===== config.mk =====
export PLATFORM = sky130hd
export DESIGN_NAME = axis_to_mii
export DESIGN_NICKNAME = d
export VERILOG_FILES = /design/src/rtl/axis_to_mii.sv
export SDC_FILE = /design/constraint.sdc
export NUM_CORES = 1
export LEC_CHECK = 0
export CORE_MARGIN = 2
export CORE_UTILIZATION = 40
export CTS_BUF_LIST = sky130_fd_sc_hd__clkbuf_2
export DETAILED_ROUTE_END_ITERATION = 8
export SYNTH_ARGS = -nofsm -noshare
export SYNTH_HDL_FRONTEND = slang
export SYNTH_SLANG_ARGS = --single-unit

===== constraint.sdc =====
create_clock -name clock -period 2.1 [get_ports clock]
set_input_delay 0.525 -clock clock [delete_from_list [all_inputs] [get_ports clock]]
set_output_delay 0.525 -clock clock [all_outputs]
set_load 0.03 [all_outputs]

===== src/rtl/axis_to_mii.sv =====
// rtl/axis_to_mii.sv - AXI-Stream byte frames to MII nibbles with preamble, pad, FCS and IPG
module axis_to_mii #(
    parameter int PREAMBLE_BYTES = 7,
    parameter int IPG_BYTES      = 12,
    parameter int ADD_PAD        = 1,
    parameter int ADD_FCS        = 1
) (
    input  logic       clock,
    input  logic       reset,
    input  logic [7:0] saxis_tdata,
    input  logic       saxis_tvalid,
    output logic       saxis_tready,
    input  logic       saxis_tlast,
    input  logic       saxis_tuser,
    output logic [3:0] mii_d,
    output logic       mii_en,
    output logic       mii_er
);
    typedef enum logic [2:0] {IDLE, PREAMBLE, SFD, DATA, PAD, FCS, DISCARD, IPG} state_t;

    localparam logic [4:0] PRE_LAST = 5'(2 * PREAMBLE_BYTES - 1);
    localparam logic [4:0] IPG_LAST = 5'(2 * IPG_BYTES - 1);

    state_t      state, state_n;
    logic [4:0]  nib_cnt, nib_cnt_n;
    logic [5:0]  byte_cnt, byte_cnt_n;
    logic [31:0] crc, crc_n, fcs_word;
    logic [7:0]  hold_data, hold_data_n;
    logic        hold_last, hold_last_n, hold_err, hold_err_n;
    logic        phase, phase_n, underrun, underrun_n;
    logic [3:0]  d_n;
    logic        en_n, er_n, ready_c;

    function automatic logic [31:0] crc_byte(input logic [31:0] c, input logic [7:0] b);
        logic [31:0] r;
        r = c;
        for (int i = 0; i < 8; i++) begin
            if (r[0] ^ b[i]) r = (r >> 1) ^ 32'hEDB88320;
            else             r = r >> 1;
        end
        return r;
    endfunction

    assign fcs_word     = ~crc;
    assign saxis_tready = ready_c && !reset;

    always_comb begin
        state_n     = state;
        nib_cnt_n   = nib_cnt;
        byte_cnt_n  = byte_cnt;
        crc_n       = crc;
        hold_data_n = hold_data;
        hold_last_n = hold_last;
        hold_err_n  = hold_err;
        phase_n     = phase;
        underrun_n  = underrun;
        d_n         = 4'h0;
        en_n        = 1'b0;
        er_n        = 1'b0;
        ready_c     = 1'b0;
        case (state)
            IDLE: begin
                crc_n      = 32'hFFFFFFFF;
                byte_cnt_n = 6'd0;
                nib_cnt_n  = 5'd0;
                phase_n    = 1'b0;
                underrun_n = 1'b0;
                if (saxis_tvalid) state_n = PREAMBLE;
            end
            PREAMBLE: begin
                en_n      = 1'b1;
                d_n       = 4'h5;
                nib_cnt_n = nib_cnt + 5'd1;
                if (nib_cnt == PRE_LAST) begin
                    nib_cnt_n = 5'd0;
                    state_n   = SFD;
                end
            end
            SFD: begin
                en_n = 1'b1;
                if (!phase) begin
                    d_n     = 4'h5;
                    phase_n = 1'b1;
                end else begin
                    d_n     = 4'hD;
                    ready_c = 1'b1;
                    phase_n = 1'b0;
                    state_n = DATA;
                    if (saxis_tvalid) begin
                        hold_data_n = saxis_tdata;
                        hold_last_n = saxis_tlast;
                        hold_err_n  = saxis_tuser;
                        crc_n       = crc_byte(crc, saxis_tdata);
                        byte_cnt_n  = (byte_cnt == 6'd60) ? 6'd60 : byte_cnt + 6'd1;
                    end else begin
                        underrun_n = 1'b1;
                    end
                end
            end
            DATA: begin
                en_n = 1'b1;
                // After an underrun the two DATA cycles become the error-marker nibbles.
                if (underrun) begin
                    er_n    = 1'b1;
                    phase_n = ~phase;
                    if (phase) begin
                        underrun_n = 1'b0;
                        state_n    = DISCARD;
                    end
                end else if (!phase) begin
                    d_n     = hold_data[3:0];
                    er_n    = hold_err;
                    phase_n = 1'b1;
                end else begin
                    d_n     = hold_data[7:4];
                    er_n    = hold_err;
                    phase_n = 1'b0;
                    if (hold_last) begin
                        nib_cnt_n = 5'd0;
                        if (ADD_PAD != 0 && byte_cnt < 6'd60) state_n = PAD;
                        else if (ADD_FCS != 0)                state_n = FCS;
                        else                                  state_n = IPG;
                    end else begin
                        ready_c = 1'b1;
                        if (saxis_tvalid) begin
                            hold_data_n = saxis_tdata;
                            hold_last_n = saxis_tlast;
                            hold_err_n  = saxis_tuser;
                            crc_n       = crc_byte(crc, saxis_tdata);
                            byte_cnt_n  = (byte_cnt == 6'd60) ? 6'd60 : byte_cnt + 6'd1;
                        end else begin
                            underrun_n = 1'b1;
                        end
                    end
                end
            end
            PAD: begin
                en_n    = 1'b1;
                phase_n = ~phase;
                if (phase) begin
                    crc_n      = crc_byte(crc, 8'h00);
                    byte_cnt_n = byte_cnt + 6'd1;
                    if (byte_cnt == 6'd59) state_n = (ADD_FCS != 0) ? FCS : IPG;
                end
            end
            FCS: begin
                en_n      = 1'b1;
                d_n       = fcs_word[{nib_cnt[2:0], 2'b00} +: 4];
                nib_cnt_n = nib_cnt + 5'd1;
                if (nib_cnt == 5'd7) begin
                    nib_cnt_n = 5'd0;
                    state_n   = IPG;
                end
            end
            DISCARD: begin
                ready_c = 1'b1;
                if (saxis_tvalid && saxis_tlast) begin
                    nib_cnt_n = 5'd0;
                    state_n   = IPG;
                end
            end
            IPG: begin
                nib_cnt_n = nib_cnt + 5'd1;
                if (nib_cnt == IPG_LAST) begin
                    nib_cnt_n = 5'd0;
                    state_n   = IDLE;
                end
            end
            default: state_n = IDLE;
        endcase
    end

    always_ff @(posedge clock) begin
        if (reset) begin
            state     <= IDLE;
            nib_cnt   <= 5'd0;
            byte_cnt  <= 6'd0;
            crc       <= 32'hFFFFFFFF;
            hold_data <= 8'h00;
            hold_last <= 1'b0;
            hold_err  <= 1'b0;
            phase     <= 1'b0;
            underrun  <= 1'b0;
            mii_d     <= 4'h0;
            mii_en    <= 1'b0;
            mii_er    <= 1'b0;
        end else begin
            state     <= state_n;
            nib_cnt   <= nib_cnt_n;
            byte_cnt  <= byte_cnt_n;
            crc       <= crc_n;
            hold_data <= hold_data_n;
            hold_last <= hold_last_n;
            hold_err  <= hold_err_n;
            phase     <= phase_n;
            underrun  <= underrun_n;
            mii_d     <= d_n;
            mii_en    <= en_n;
            mii_er    <= er_n;
        end
    end
endmodule


# Word level (Yosys, flattened, before mapping)
# Index checks and enable logic that the tools add are counted.
# word_totals
wordCells,271
out_inout_bits,7
input_bits,13
regBits,64
# op_classes
n_shift,1
order_cmp,1
addsub,2
muxes,170
n_eq_ne,28
reduce_logical,17
bitwise_logic,40
# ops
op,n
two-way mux 32 bit,99
inverter 13 -> 14 bit,22
one-hot mux 32 bit (4 select lines),1
two-way mux 6 bit,7
two-way mux 8 bit,5
two-way mux 3 bit,12
two-way mux 5 bit,7
inverter 32 bit,1
indexed part select 32 x 6 -> 4 bit,1
inequality test 2 bit (second input constant),15
one-hot mux 5 bit (6 select lines),1
two-way mux 1 bit,26
one-hot mux 3 bit (8 select lines),1
one-hot mux 6 bit (4 select lines),1
one-hot mux 4 bit (4 select lines),1
one-hot mux 8 bit (2 select lines),1
AND reduction 5 bit,3
bitwise XOR 1 bit,15
equality test 3 bit (second input constant),4
equality test 6 bit (second input constant),2
two-way mux 4 bit,3
AND reduction 10 bit,1
AND reduction 8 bit,1
adder 6 x 1 -> 6 bit (second input constant),1
23 further kinds,28

# Depth between registers and ports, before layout
# logic_depth
depth_word,56
depth_mapped,8
mapped_depth_nobuf,7

# Worst setup path before layout
# Ideal clock, no wire load.
# synth_path
kind,register to output
start,reg state[1]
end,out saxis_tready
path_stages_with_launch,6
t_required_ns,1.575
slack_ns,-0.402
t_arrival_ns,1.977
n_path_buf,1
cell_sequence,dfxtp_1 buf_2 nor4bb_1 and2b_1 nand2_1 a21oi_1
# synth_via
elab_chain_len,3
word_cells_on_any_way,5
cone_classes,3 x eq/ne; 1 x mux; 1 x reduce/logical
# synth_lines
item,line,text
start: declaration,24,"state_t state, state_n;"
start signal: assignment,188,state <= state_n;
equality test 3 bit / equality test 3 x 2 -> 1 bit (equally long branches),61,case (state)
one-hot mux 1 bit (3 select lines) (*),61,
logical AND 1 bit (*),45,assign saxis_tready = ready_c && !reset;
end: declaration,12,"output logic saxis_tready,"
# Every way passes the cells marked *; elsewhere a longest branch is shown, timed or not.

# Worst setup path in the final report
# layout_path
start,reg underrun
end,out saxis_tready
# layout_via
elab_chain_len,3
# layout_lines
item,line,text
start: declaration,30,"logic phase, phase_n, underrun, underrun_n;"
start signal: assignment,196,underrun <= underrun_n;
two-way mux 1 bit,103,if (underrun) begin
one-hot mux 1 bit (3 select lines),61,
logical AND 1 bit,45,
# No other way between the ends.

==> impl_metrics.toml <==
[run_status]
status = "finished with violations"
violations = "negative setup slack"

[clock_tree]
clockBufferDepth = 2
ctsHoldBuffers = 0
cts_buffers = 9
cts_root_buf = "clkbuf_2"
cts_sinks = 64
insertion_delay_ns = 0.58
cts_tree = "done"
clk_pin_slew_ns = 0.20
htreeDepth = 3

[synth]
syn_nets = 556
seq_area_frac_synth_pct = 26.2
netlist.area_leader.share_pct = 26.2
ys_seq_elements = 64
synthArstFlopShare_pct = 0
synth_area_leader_cell = "dfxtp_1"
syn_inst = 539
yosys_warnings = 0
synth.area.top_cells = "dfxtp_1 26%, xnor2_1 9.3%, xor2_1 6.5%"
synthDistinctLibCells = 63
synth_edf_count = 0
avgSynthCellArea_um2 = 9.06
ys.flop_type = "dfxtp_1"
syn_area_um2 = 4880

[pwr]
p_seq_share_pct = 39.9
p_switching_uw = 1040
power-per-cell-area_nw_per_um2 = 528
power_frac_clock_pct = 28.0
p_leak_uw = 0.00251
power.share.switching_pct = 32.3
p_int_uw = 2180
max-vdd-ir-drop_mv = 0.265
combPwrFrac_pct = 32.1

[finish]
fin_nets = 633
drive_above_1_share_pct = 26.1
diodes = 0
fillerInstances = 1088
area_delta_synth_final_pct = 24.6

[critical_path]
reg2reg_from = "state[2]"
worstPathArrival_ns = 1.79
worst_setup_path_start_kind = "flip-flop"
critPathMaxFanout = 2
crit_required_ns = 1.57
cp-end-kind = "primary output"
crit_start = "underrun"
critPathKind = "reg -> out"

[placed_design]
hpwl_um = 10600
gp_congestion = 0.875
dp_slack_ns = -0.509
io_buffers = 19

[sta]
setup_violations = 2
hold_violations = 0
maxSlewHeadroom_pct = 62.2
hold_ws_ns = 0.420
rsz0062_at_grt = "true"
slew_violations = 0
tightest_slew_ns = 0.567
fin_skew_ns = 0.0309
fin_crit_ns = 2.32
setup_slack_ns = -0.216
fmax_ghz = 0.432
min_period_over_period_pct = 110

[global_routing]
antenna_found_initial = 0
grt_pass1_wl_um = 23500
grt_pass1_vias = 4279
grt_usage_pct = 23.4
grt-ovfl-total = 0
grt_max_degree = 37

[floorplanning]
dieHeight_um = 115
dieWidth_um = 115
initial_core_util_pct = 40.8
row_count = 40
core_area_um2 = 12000
io_pins = 20
dieArea_um2 = 13100

[detailed_routing]
drt_wl_total_um = 15300
via_per_inst = 5.82
postRouteAntennaNets = 0
drtPass1Iterations = 9
drc_errors = 0
vias = 4469
wl_per_cell_um = 19.9
drtIter0Drc = 567

[worst_hold_path]
min_path_type = "in -> reg"
min_from = "reset"

[flow_run]
max_cap_viol_count = 0
flip-flops by register name, summed over array words and instances, names as in the netlist:
| register | cells |
|---|---|
| byte_cnt | 6 |
| crc | 32 |
| hold_data | 8 |
| hold_err | 1 |
| hold_last | 1 |
| mii_d | 4 |
| mii_en | 1 |
| mii_er | 1 |
| nib_cnt | 5 |
| phase | 1 |
| state | 3 |
| underrun | 1 |
synth_stat cells (14+ instances only):
master	number
clkbuf_1	28
a21oi_1	32
xnor2_1	52
mux2i_1	19
dfxtp_1	64
nor3_1	17
xor2_1	36
nand2_1	21
a211o_1	14
o21ai_0	17
a221oi_1	14
nor2_1	55
power groups by stage:
stage	clock network, uW	registers (uW)	logic (uW)
finish	899	1280	1030
global route	975	1290	1100
detailed placement	0	1310	1000
global placement	0	1310	992
floorplan	0	1290	701
CTS	919	1280	1010
cell usage in the layout, fill, tap and decap left out, types with 8 or more instances in the layout:
master and count:
dfxtp_1 56, xor2_1 36, xnor3_1 12, a31oi_1 8, inv_1 9, mux2i_1 19
clkbuf_2 9, clkdlybuf4s50_1 11, a221oi_1 10, xnor2_2 9, nor2_1 54, xnor2_1 49
buf_4 87, a211o_1 14, o21ai_0 17, nand2_1 20, nor3_1 15, a21oi_1 30
area by class of cell:
class / instances / area (um^2) / area share (%)
Multi-Input combinational cell: 418 / 3480 / 57.2
Clock inverter: 7 / 86.3 / 1.42
Tap cell: 147 / 184 / 3.02
Timing Repair Buffer: 114 / 956 / 15.7
Sequential cell: 64 / 1300 / 21.4
Clock buffer: 9 / 45.0 / 0.740
Inverter: 9 / 33.8 / 0.555
metrics by stage:
step / power, uW / cell area, um^2 / cells / util [%] / TNS, ns
final: 3210 / 6090 / 768 / 50.9 / -0.238
after CTS: 3210 / 5960 / 764 / 49.8 / -0.236
after global routing: 3360 / 6090 / 768 / 50.9 / -0.667
after global placement: 2300 / 5750 / 743 / 48.1 / -11.98
after detailed placement: 2310 / 5750 / 743 / 48.1 / -12.86
after floorplan: 1990 / 4930 / 539 / - / -0.00322
worst max-delay path, stage by stage, from the launching register on:
cell and delay, ns:
dfxtp_4 0.40, nor4bb_4 0.28, and2b_1 0.19, nand2_2 0.07
a21oi_4 0.12, buf_6 0.14
kinds of logic after synthesis:
logic type	count (synthesis)	synth area share, %
muxes	28	6.89
AOI/OAI and AO/OA	133	19.3
DFF	64	26.2
adders and majority gates	4	1.02
buffers and inverters	57	5.07
xor gates and xnor gates	114	27.2
and+or+nand+nor	139	14.3
path summary, 6_finish.rpt:
check / slack, ns / endpoint / depth (start not counted)
max: -0.22 / saxis_tready / 5
min: 0.42 / hold_data[7] / 3
max reg2reg: -0.02 / crc[4] / 6
min reg2reg: 0.52 / hold_data[1] / 2
per-layer routing:
layer / routed length (um) / GRT usage, % / part of all wire (%)
met3: 1230 / 4.50 / 8.0
met1: 6700 / 31.5 / 44
met5: 0 / 0 / 0
met4: 420 / 9.67 / 2.7
met2: 6970 / 36.9 / 46
timing repair:
item,CTS,global route
buffers inserted,7,3
resized for setup,23,18
endpoints found under the setup margin,8,23
pin swaps,5,4
cloned,0,2
Power figures use the tool's default switching activity.
